File: src/rtl/cdb_arbiter_pkg.sv
// Shared definitions for the common-data-bus result path.
// The widths here are shared with the CDB register and the reservation stations.
package cdb_arbiter_pkg;

    localparam int DATA_W  = 16;
    localparam int TAG_W   = 3;

    // One completed result: value plus the name of the reservation station that produced it
    typedef struct packed {
        logic [DATA_W-1:0] data;
        logic [TAG_W-1:0]  tag;
    } cdb_entry_t;

    localparam int ENTRY_W = $bits(cdb_entry_t);

    // Builds an entry from separate data and tag fields
    function automatic cdb_entry_t make_entry(input logic [DATA_W-1:0] d,
                                              input logic [TAG_W-1:0]  t);
        cdb_entry_t e;
        e.data = d;
        e.tag  = t;
        return e;
    endfunction

endpackage

File: src/rtl/cdb_arbiter_result_fifo.sv
// Small synchronous FIFO that buffers one functional unit's results.
// The head entry is always visible on dout; dout is only meaningful when !empty.
// Pushes while full and pops while empty are dropped internally.
module result_fifo #(
    parameter int WIDTH = 19,
    parameter int DEPTH = 2
) (
    input  logic             clock,
    input  logic             reset,
    input  logic             push,
    input  logic             pop,
    input  logic [WIDTH-1:0] din,
    output logic [WIDTH-1:0] dout,
    output logic             empty,
    output logic             full
);

    localparam int AW = (DEPTH > 1) ? $clog2(DEPTH) : 1;
    localparam int CW = $clog2(DEPTH + 1);

    logic [WIDTH-1:0] mem [DEPTH];
    logic [AW-1:0]    wr_ptr;
    logic [AW-1:0]    rd_ptr;
    logic [CW-1:0]    count;
    logic             do_push;
    logic             do_pop;

    assign empty   = (count == '0);
    assign full    = (count == CW'(DEPTH));
    assign do_push = push & ~full;
    assign do_pop  = pop & ~empty;
    assign dout    = mem[rd_ptr];

    // Storage array: written at the tail, never cleared (occupancy tracked by count)
    always_ff @(posedge clock) begin
        if (do_push) begin
            mem[wr_ptr] <= din;
        end
    end

    // Pointer and occupancy control; pointers wrap naturally since DEPTH is a power of two
    always_ff @(posedge clock or posedge reset) begin
        if (reset) begin
            wr_ptr <= '0;
            rd_ptr <= '0;
            count  <= '0;
        end else begin
            if (do_push) begin
                wr_ptr <= wr_ptr + AW'(1);
            end
            if (do_pop) begin
                rd_ptr <= rd_ptr + AW'(1);
            end
            unique case ({do_push, do_pop})
                2'b10:   count <= count + CW'(1);
                2'b01:   count <= count - CW'(1);
                default: count <= count;
            endcase
        end
    end

endmodule

File: src/rtl/cdb_arbiter.sv
// Collects results from several functional units, buffers them per source,
// and hands at most one per cycle to the common data bus in round-robin order.
// Outputs are registered; a result pushed at one edge can drive the bus one edge later.
module cdb_arbiter
    import cdb_arbiter_pkg::*;
#(
    parameter int NUM_SRC = 4,
    parameter int DEPTH   = 2
) (
    input  logic                      clock,
    input  logic                      reset,
    input  logic [NUM_SRC-1:0]        src_valid,
    input  logic [NUM_SRC*DATA_W-1:0] src_data,
    input  logic [NUM_SRC*TAG_W-1:0]  src_tag,
    output logic [NUM_SRC-1:0]        src_ready,
    output logic [DATA_W-1:0]         cdb_data,
    output logic [TAG_W-1:0]          cdb_RS_Name,
    output logic                      cdb_sinal,
    output logic [NUM_SRC-1:0]        grant
);

    localparam int SEL_W = (NUM_SRC > 1) ? $clog2(NUM_SRC) : 1;

    cdb_entry_t         in_entry   [NUM_SRC];
    cdb_entry_t         head_entry [NUM_SRC];
    logic [NUM_SRC-1:0] push;
    logic [NUM_SRC-1:0] pop;
    logic [NUM_SRC-1:0] empty;
    logic [NUM_SRC-1:0] full;
    logic [SEL_W-1:0]   rr_ptr;
    logic [SEL_W-1:0]   winner;
    logic               found;

    // Source index k places after base, modulo NUM_SRC
    function automatic logic [SEL_W-1:0] rr_slot(input logic [SEL_W-1:0] base, input int k);
        return SEL_W'((int'(base) + k) % NUM_SRC);
    endfunction

    // Pointer position just after the winner, modulo NUM_SRC
    function automatic logic [SEL_W-1:0] rr_next(input logic [SEL_W-1:0] w);
        return (int'(w) == NUM_SRC - 1) ? '0 : w + SEL_W'(1);
    endfunction

    // A full FIFO refuses pushes even in a cycle it pops, so ready depends on state only
    assign src_ready = ~full;

    for (genvar i = 0; i < NUM_SRC; i++) begin : g_src
        assign in_entry[i] = make_entry(src_data[i*DATA_W +: DATA_W], src_tag[i*TAG_W +: TAG_W]);
        assign push[i]     = src_valid[i] & ~full[i];
        assign pop[i]      = found && (winner == SEL_W'(i));

        result_fifo #(
            .WIDTH (ENTRY_W),
            .DEPTH (DEPTH)
        ) u_fifo (
            .clock (clock),
            .reset (reset),
            .push  (push[i]),
            .pop   (pop[i]),
            .din   (in_entry[i]),
            .dout  (head_entry[i]),
            .empty (empty[i]),
            .full  (full[i])
        );
    end

    // Round-robin pick: first non-empty FIFO scanning upward from rr_ptr
    always_comb begin
        found  = 1'b0;
        winner = '0;
        for (int k = 0; k < NUM_SRC; k++) begin
            if (!found && !empty[rr_slot(rr_ptr, k)]) begin
                found  = 1'b1;
                winner = rr_slot(rr_ptr, k);
            end
        end
    end

    // Bus-facing registers: load the winner's head, strobe for one cycle, advance the pointer
    always_ff @(posedge clock or posedge reset) begin
        if (reset) begin
            cdb_data    <= '0;
            cdb_RS_Name <= '0;
            cdb_sinal   <= 1'b0;
            grant       <= '0;
            rr_ptr      <= '0;
        end else if (found) begin
            cdb_data    <= head_entry[winner].data;
            cdb_RS_Name <= head_entry[winner].tag;
            cdb_sinal   <= 1'b1;
            grant       <= NUM_SRC'(1) << winner;
            rr_ptr      <= rr_next(winner);
        end else begin
            cdb_sinal   <= 1'b0;
            grant       <= '0;
        end
    end

endmodule
File: config.mk
export PLATFORM = sky130hd
export DESIGN_NAME = cdb_arbiter
export DESIGN_NICKNAME = d
export VERILOG_FILES = /design/src/rtl/cdb_arbiter_pkg.sv /design/src/rtl/cdb_arbiter_result_fifo.sv /design/src/rtl/cdb_arbiter.sv
export SDC_FILE = /design/constraint.sdc
export NUM_CORES = 1
export LEC_CHECK = 0
export ABC_CLOCK_PERIOD_IN_PS = 3400
export CAP_MARGIN = 20
export CORE_MARGIN = 5
export CORE_UTILIZATION = 45
export DETAILED_ROUTE_END_ITERATION = 8
export GPL_TIMING_DRIVEN = 1
export PLACE_DENSITY = 0.68
export SLEW_MARGIN = 20
export SYNTH_ARGS = -nofsm -noshare
export SYNTH_HDL_FRONTEND = slang
export SYNTH_SLANG_ARGS = --single-unit
export TNS_END_PERCENT = 50
File: constraint.sdc
create_clock -name clock -period 3.4 [get_ports clock]
set_clock_uncertainty 0.05 [all_clocks]
set_input_delay 1.02 -clock clock [delete_from_list [all_inputs] [get_ports clock]]
set_output_delay 1.02 -clock clock [all_outputs]
set_load 0.01 [all_outputs]
[Word level (Yosys, flattened, before mapping)]
Memories as Yosys holds them, arrays and structs flattened.
Index checks and enable logic that the tools add are counted.
Word-level totals
  memories kept: 4
  bits of input ports: 82
  output and inout port bits: 28
  RAM bits: 152
  register bits after elaboration: 42
Operators by class
  shift operators: 1
  equal/unequal tests: 16
  order comparisons: 5
  reduce and logical (&&, ||, !) cells: 21
  mux-type cells: 34
  bitwise logic cells: 22
  add/sub/neg operators: 20
Memory list
  g_src[0].u_fifo.mem: words 2, bits a word 19, read ports 1, clocked after memory_dff 0, write ports 1, line cdb_arbiter_result_fifo.sv:21  | logic [WIDTH-1:0] mem [DEPTH];
  g_src[1].u_fifo.mem: words 2, bits a word 19, read ports 1, clocked after memory_dff 0, write ports 1, line cdb_arbiter_result_fifo.sv:21
  g_src[2].u_fifo.mem: words 2, bits a word 19, read ports 1, clocked after memory_dff 0, write ports 1, line cdb_arbiter_result_fifo.sv:21
  g_src[3].u_fifo.mem: words 2, bits a word 19, read ports 1, clocked after memory_dff 0, write ports 1, line cdb_arbiter_result_fifo.sv:21
Operator list (count)
  binary-select mux 19 bit (select 2 bit): 1
  two-way mux 19 bit: 2
  equality test 2 bit, second input constant: 10
  two-way mux 1 bit: 17
  one-hot mux 2 bit (2 select lines): 4
  adder 2 x 1 -> 2 bit, second input constant: 6
  bitwise AND 1 bit: 12
  equality test 2 x 1 -> 1 bit, second input constant: 6
  less-than comparator 2 x 3 -> 1 bit, second input constant: 4
  zero test 2 bit: 5
  two-way mux 2 bit: 5
  adder 1 bit, second input constant: 8
  binary-select mux 1 bit (select 2 bit): 4
  NOT 1 bit: 8
  nonzero test 2 bit: 4
  subtractor 2 x 1 -> 2 bit, second input constant: 4
  logical AND 1 bit: 7
  zero test 1 bit: 5
  adder 2 bit, second input constant: 2
  two-way mux 4 bit: 1
  NOT 4 bit: 1
  left shift 1 x 2 -> 4 bit, first input constant: 1
  >= comparator 3 bit, second input constant: 1
  NOT 2 -> 3 bit: 1

[Longest topological paths before layout]
  word-level depth: 17
  depth in mapped cells: 12
  mapped depth without buffers: 10

[By module]
A second synthesis with hierarchy kept.
Unflattened totals
  cell total of the unflattened synthesis: 484
  area, all modules: 8085.3 um^2
By module, submodules not included
  result_fifo: times used 4, area an instance 1572.8 um^2, sequential area each 1241.2 um^2, cells an instance 78
  cdb_arbiter: times used 1, area an instance 1794.2 um^2, sequential area each 650.6 um^2, cells an instance 172

[Least setup slack after synthesis]
Ideal clock, no wire load.
  kind: flip-flop to flip-flop
  start: reg g_src[3].u_fifo.count[0]
  end: reg g_src[3].u_fifo.count[1]
  arrival time: 2.493 ns
  cell stages (with the launch flop): 12
  required time: 3.271 ns
  slack: 0.778 ns
  path buffers: 3
  cell sequence: dfrtp_1 > or2_1 > buf_2 > a211o_1 > and3_1 > buf_2 > buf_2 > ha_1 > and2_1 > ha_1 > nor2_1 > xor2_1
On the way
  word-level cells in the longest chain between the ends: 17
  elaborated cells between the ends (all ways): 39
Ends and longest elaborated chain
  start: declaration: line cdb_arbiter_result_fifo.sv:24  | logic [CW-1:0] count;
  start signal: assignment: line cdb_arbiter_result_fifo.sv:55  | 2'b10: count <= count + CW'(1);
  start signal: assignment: line cdb_arbiter_result_fifo.sv:56  | 2'b01: count <= count - CW'(1);
  start signal: assignment: line cdb_arbiter_result_fifo.sv:57  | default: count <= count;
  zero test 2 bit (*): line cdb_arbiter_result_fifo.sv:28  | assign empty = (count == '0);
  binary-select mux 1 bit (select 2 bit): line cdb_arbiter.sv:72  | if (!found && !empty[rr_slot(rr_ptr, k)]) begin
  two-way mux 1 bit (not written as such): line cdb_arbiter.sv:72
  zero test 1 bit: line cdb_arbiter.sv:72
  logical AND 1 bit: line cdb_arbiter.sv:72
  two-way mux 1 bit: line cdb_arbiter.sv:72
  zero test 1 bit: line cdb_arbiter.sv:72
  logical AND 1 bit: line cdb_arbiter.sv:72
  [... 2 more ...]
  logical AND 1 bit: line cdb_arbiter.sv:72
  two-way mux 2 bit: line cdb_arbiter.sv:72
  equality test 2 bit: line cdb_arbiter.sv:50  | assign pop[i] = found && (winner == SEL_W'(i));
  logical AND 1 bit: line cdb_arbiter.sv:50
  bitwise AND 1 bit (*): line cdb_arbiter_result_fifo.sv:31  | assign do_pop = pop & ~empty;
  net g_src[3].u_fifo.do_pop: line cdb_arbiter_result_fifo.sv:26  | logic do_pop;
  equality test 2 x 1 -> 1 bit or equality test 2 bit (tied branches): line cdb_arbiter_result_fifo.sv:54  | unique case ({do_push, do_pop})
  one-hot mux 2 bit (2 select lines) or nonzero test 2 bit (tied branches)
The timed path passes the listed nets; every way through them passes the cells marked *. The select of a mux whose other input is x is not followed.
A chain may end at the register's enable or synchronous reset.

[Worst setup path after layout]
  start: reg g_src[2].u_fifo.count[0]
  end: reg g_src[3].u_fifo.count[1]
On the way
  word-level cells in the longest chain between the ends: 17
  elaborated cells between the ends (all ways): 32
Ends and longest elaborated chain (line)
  start: declaration: cdb_arbiter_result_fifo.sv:24
  start signal: assignment: cdb_arbiter_result_fifo.sv:55
  start signal: assignment: cdb_arbiter_result_fifo.sv:56
  start signal: assignment: cdb_arbiter_result_fifo.sv:57
  zero test 2 bit (*): cdb_arbiter_result_fifo.sv:28
  binary-select mux 1 bit (select 2 bit): cdb_arbiter.sv:72
  two-way mux 1 bit (not written as such): cdb_arbiter.sv:72
  zero test 1 bit: cdb_arbiter.sv:72
  logical AND 1 bit: cdb_arbiter.sv:72
  two-way mux 1 bit: cdb_arbiter.sv:72
  zero test 1 bit: cdb_arbiter.sv:72
  logical AND 1 bit: cdb_arbiter.sv:72
  [... 2 more ...]
  logical AND 1 bit: cdb_arbiter.sv:72
  two-way mux 2 bit: cdb_arbiter.sv:72
  equality test 2 bit: cdb_arbiter.sv:50
  logical AND 1 bit (*): cdb_arbiter.sv:50
  bitwise AND 1 bit (*): cdb_arbiter_result_fifo.sv:31
  net g_src[3].u_fifo.do_pop: cdb_arbiter_result_fifo.sv:26
  equality test 2 x 1 -> 1 bit or equality test 2 bit (tied branches): cdb_arbiter_result_fifo.sv:54
  one-hot mux 2 bit (2 select lines) or nonzero test 2 bit (tied branches)
Marks and branches as above.

==> run_results.csv <==
group,metric,value,unit
synth,synth_cell_types,38,
worst_setup_path,timing.rr.start,"g_src[2].u_fifo.count[0]$_DFFE_PP0P_",
worst_setup_path,cpMostUsedCell,"ha_1",
sta,setup_tns,0,ns
placed_design,placed_cells,813,
clocking,cts_buffers,17,
cells_and_area,areaGrowthSynthToFinish,24.9,%
global_route,antenna_found_initial,0,
power,p_per_area,971,nW/um2
run,cap_violations,0,
worst_setup_path,cp.required,3.69,ns
sta,finalCritPeriodShare,0.838,
power,power.internal,6.12,mW
floorplanning,std_cell_rows,48,
global_route,grt_first_pass_wirelength,25700,um
cells_and_area,nNetsFinal,694,
synth,seq_area_frac_synth,0.719,
global_route,grt_usage,0.171,
worst_setup_path,cp_slowest_stage_delay,0.58,ns
worst_hold_path,holdPathStages,1,
drt,ant_nets,0,
sta,drv_slew,0,
sta,worst_slew_pin_slew,1.07,ns
clocking,clkTransAtPathRegs,0.06,ns
clocking,tritoncts,"built",
sta,hold_violations,0,
worst_hold_path,hold_path_class,"reg2reg",
global_route,grt_pass1_vias,4624,
synth,yosys_warnings,0,
clocking,post_cts_buffers,0,
power,swShare,0.353,
drt,first_iter_violations,353,
drt,routed_wl,16600,um
floorplanning,ios,110,
sta,setup_viol,0,
synth,netlist_instances,491,
drt,num_vias,4479,
global_route,grtUsageMet3,0.0377,
worst_setup_path,cp.arrival,3.14,ns
worst_setup_path,cp_max_fo,22,
power,pwr-share-seq,0.410,
floorplanning,chipWidth,142,um
power,peakVddDrop,471,uV
power,power_switching,3.34,mW
clocking,cts_resized,0,
floorplanning,die_area,20100,um2
global_route,grt_util_met1,0.233,
floorplanning,core,17200,um2
worst_setup_path,critPathLaunchType,"register",
synth,yosys_register_bits,194,
placed_design,dp_hpwl,11800,um
drt,wl_per_cell,19.6,um
placed_design,pre_cts_ws,0.590,ns
worst_setup_path,cp-end-kind,"register",
sta,rsz0062_at_grt,"no",
placed_design,gp_congestion,0.781,
worst_setup_path,crit_path_top_delay_cell,"or4_1",
clocking,cts_max_level,4,
worst_setup_path,crit_chain,"or4_1 -> o211a_2 -> nor2_4 -> inv_2 -> ha_1 -> and2_1 -> ha_1 -> nor2_1 -> xor2_1",
cells_and_area,stdcell_count,845,
drt,drt-pass1-iter-count,6,
synth,synth_area,7810,um2
clocking,clock_latency,0.43,ns
worst_setup_path,r2r_slack,0.55,ns
clocking,root_buffer,"clkbuf_16",
drt,vias_per_cell,5.30,
cells_and_area,drive_gt1_frac,0.161,
global_route,grt_use_met2,0.277,
cells_and_area,fill_cells,1374,
global_route,grt-busiest-layer,"met2",
power,leakage,3.48,nW
worst_hold_path,whs_endpoint,"g_src[2].u_fifo.wr_ptr$_DFFE_PP0P_",
worst_setup_path,r2r_cells,9,
sta,period_needed,2.85,ns
sta,max_freq,351,MHz
placed_design,portBuffers,109,
worst_setup_path,critPathKind,"reg2reg",
synth,syn_avg_cell_area,15.9,um2
cells_and_area,diodes,0,
clocking,clockBufferDepth,2,
global_route,grt_max_degree,43,
drt,drc,0,
sta,slew-limit-headroom,0.289,
floorplanning,start_util,0.454,
power,combPwrFrac,0.383,
worst_hold_path,hp-start,"g_src[2].u_fifo.wr_ptr$_DFFE_PP0P_",
sta,worst_slack,0.551,ns
global_route,grt_overflow,0,
clocking,cts.sinks,194,
status,status,"finished clean",
clocking,cts_hold_buffers,0,
power,clock_power_share,0.208,
synth,syn_nets,578,
worst_setup_path,r2r-end,"g_src[3].u_fifo.count[1]$_DFFE_PP0P_",
floorplanning,die_y,142,um
[critical path: cells and delay by family, from the launching register on]
| kind | cells | cell delay, ns |
|---|---|---|
| XOR/XNOR | 1 | 0.17 |
| buffers and inverters | 1 | 0.17 |
| adder cells (fa/ha/maj) | 2 | 0.58 |
| AND/OR/NAND/NOR | 4 | 1.05 |
| AO/OA/AOI/OAI | 1 | 0.28 |
| flip-flops | 1 | 0.46 |
[worst max-delay path by stage]
| stage | from | to | slack, ns | depth (start not counted) |
|---|---|---|---|---|
| floorplan | g_src[3].u_fifo.count[0]$_DFFE_PP0P_ | g_src[3].u_fifo.count[1]$_DFFE_PP0P_ | 0.78 | 11 |
| global placement | g_src[2].u_fifo.count[0]$_DFFE_PP0P_ | g_src[3].u_fifo.count[1]$_DFFE_PP0P_ | 0.69 | 9 |
| CTS | g_src[2].u_fifo.count[0]$_DFFE_PP0P_ | g_src[3].u_fifo.count[1]$_DFFE_PP0P_ | 0.56 | 9 |
| global route | g_src[2].u_fifo.count[0]$_DFFE_PP0P_ | g_src[3].u_fifo.count[1]$_DFFE_PP0P_ | 0.42 | 9 |
| finish | g_src[2].u_fifo.count[0]$_DFFE_PP0P_ | g_src[3].u_fifo.count[1]$_DFFE_PP0P_ | 0.55 | 9 |
| detailed placement | g_src[2].u_fifo.count[0]$_DFFE_PP0P_ | g_src[3].u_fifo.count[1]$_DFFE_PP0P_ | 0.59 | 9 |
[power by group through the flow]
stage	Clock (mW)	Sequential (mW)	Combinational (mW)
final	1.97	3.88	3.62
after CTS	2.00	3.90	3.67
after global placement	0	3.91	3.54
after global routing	2.11	3.97	3.96
after floorplan	0	3.67	2.63
after detailed placement	0	3.94	3.65
[stage by stage]
step | area [um2] | utilization | hold WS [ns] | power [mW]
final | 9750 | 0.568 | 0.441 | 9.47
after global placement | 9150 | 0.533 | 0.426 | 7.44
after floorplan | 7810 | - | 0.410 | 6.29
after CTS | 9750 | 0.567 | 0.442 | 9.57
after detailed placement | 9170 | 0.534 | 0.428 | 7.59
after global routing | 9750 | 0.568 | 0.466 | 10.0
[cell usage after synthesis]
| cell type | instances | area share |
|---|---|---|
| a211o_1 | 1 | 0.0011 |
| a21oi_1 | 1 | 0.00064 |
| and2_1 | 4 | 0.0032 |
| and3_1 | 6 | 0.0048 |
| buf_1 | 1 | 0.00048 |
| buf_2 | 10 | 0.0064 |
| buf_6 | 2 | 0.0029 |
| clkbuf_1 | 14 | 0.0067 |
| dfrtp_1 | 42 | 0.13 |
| edfxtp_1 | 152 | 0.58 |
| ha_1 | 5 | 0.0080 |
| inv_1 | 3 | 0.0014 |
| inv_2 | 1 | 0.00048 |
| mux2_2 | 39 | 0.056 |
| mux2i_1 | 38 | 0.049 |
| nand2_1 | 23 | 0.011 |
| nand2b_1 | 4 | 0.0032 |
| nand3_1 | 19 | 0.012 |
| nand4_1 | 2 | 0.0016 |
| nor2_1 | 11 | 0.0053 |
| nor2_4 | 1 | 0.0014 |
| nor2b_1 | 2 | 0.0016 |
| nor3_1 | 4 | 0.0026 |
| nor3_2 | 2 | 0.0026 |
| o2111ai_1 | 1 | 0.0011 |
| o211a_2 | 1 | 0.0013 |
| o211ai_1 | 28 | 0.027 |
| o211ai_2 | 10 | 0.016 |
| o21a_1 | 1 | 0.00096 |
| o21ai_0 | 22 | 0.014 |
| o21ai_1 | 15 | 0.0096 |
| o21ba_2 | 1 | 0.0013 |
| o22ai_1 | 1 | 0.00080 |
| or2_1 | 2 | 0.0016 |
| or3_1 | 1 | 0.00080 |
| or4_1 | 1 | 0.00096 |
| xnor2_1 | 12 | 0.013 |
| xor2_1 | 8 | 0.0090 |
[area by class of cell]
type	count	area, um2	share of cell area
Clock inverter	13	148	0.0151
Multi-Input combinational cell	266	2050	0.210
Sequential cell	194	5620	0.576
Inverter	4	15.0	0.00154
Tap cell	225	282	0.0289
Clock buffer	19	433	0.0444
Timing Repair Buffer	124	1210	0.124
[logic make-up (layout without fill, tap and decap cells)]
family	count (synthesis)	after routing	share of synthesized area
AO/OA/AOI/OAI	82	82	0.0739
XOR/XNOR	20	20	0.0224
adder cells (fa/ha/maj)	5	5	0.00801
buffers and inverters	31	160	0.0184
flip-flops	194	194	0.719
multiplexers	77	77	0.105
AND/OR/NAND/NOR	82	82	0.0529
[layer usage]
metal,vias to the layer above,part of all wire
li1,2107,-
met3,13,0.060
met4,0,0.012
met5,-,0
met2,140,0.49
met1,2219,0.43
[registers in the layout, summed over array words and instances (netlist names)]
register	flops
cdb_sinal	1
g_src.u_fifo.mem	152
cdb_data	16
g_src.u_fifo.rd_ptr	4
grant	4
rr_ptr	2
g_src.u_fifo.wr_ptr	4
cdb_RS_Name	3
g_src.u_fifo.count	8
[placed cells by master, fill, tap and decap left out, types with 10 or more instances in the layout]
master	netlist	layout
o21ai_0	22	22
o211ai_1	28	28
mux2i_1	38	38
edfxtp_1	152	152
o21ai_1	15	15
nand3_1	19	19
clkdlybuf4s50_1	0	109
mux2_2	39	39
xnor2_1	12	12
buf_4	0	14
nor2_1	11	11
clkbuf_16	0	17
o211ai_2	10	10
nand2_1	23	23
dfrtp_1	42	41
No activity file was read; power rests on OpenSTA's default activity.
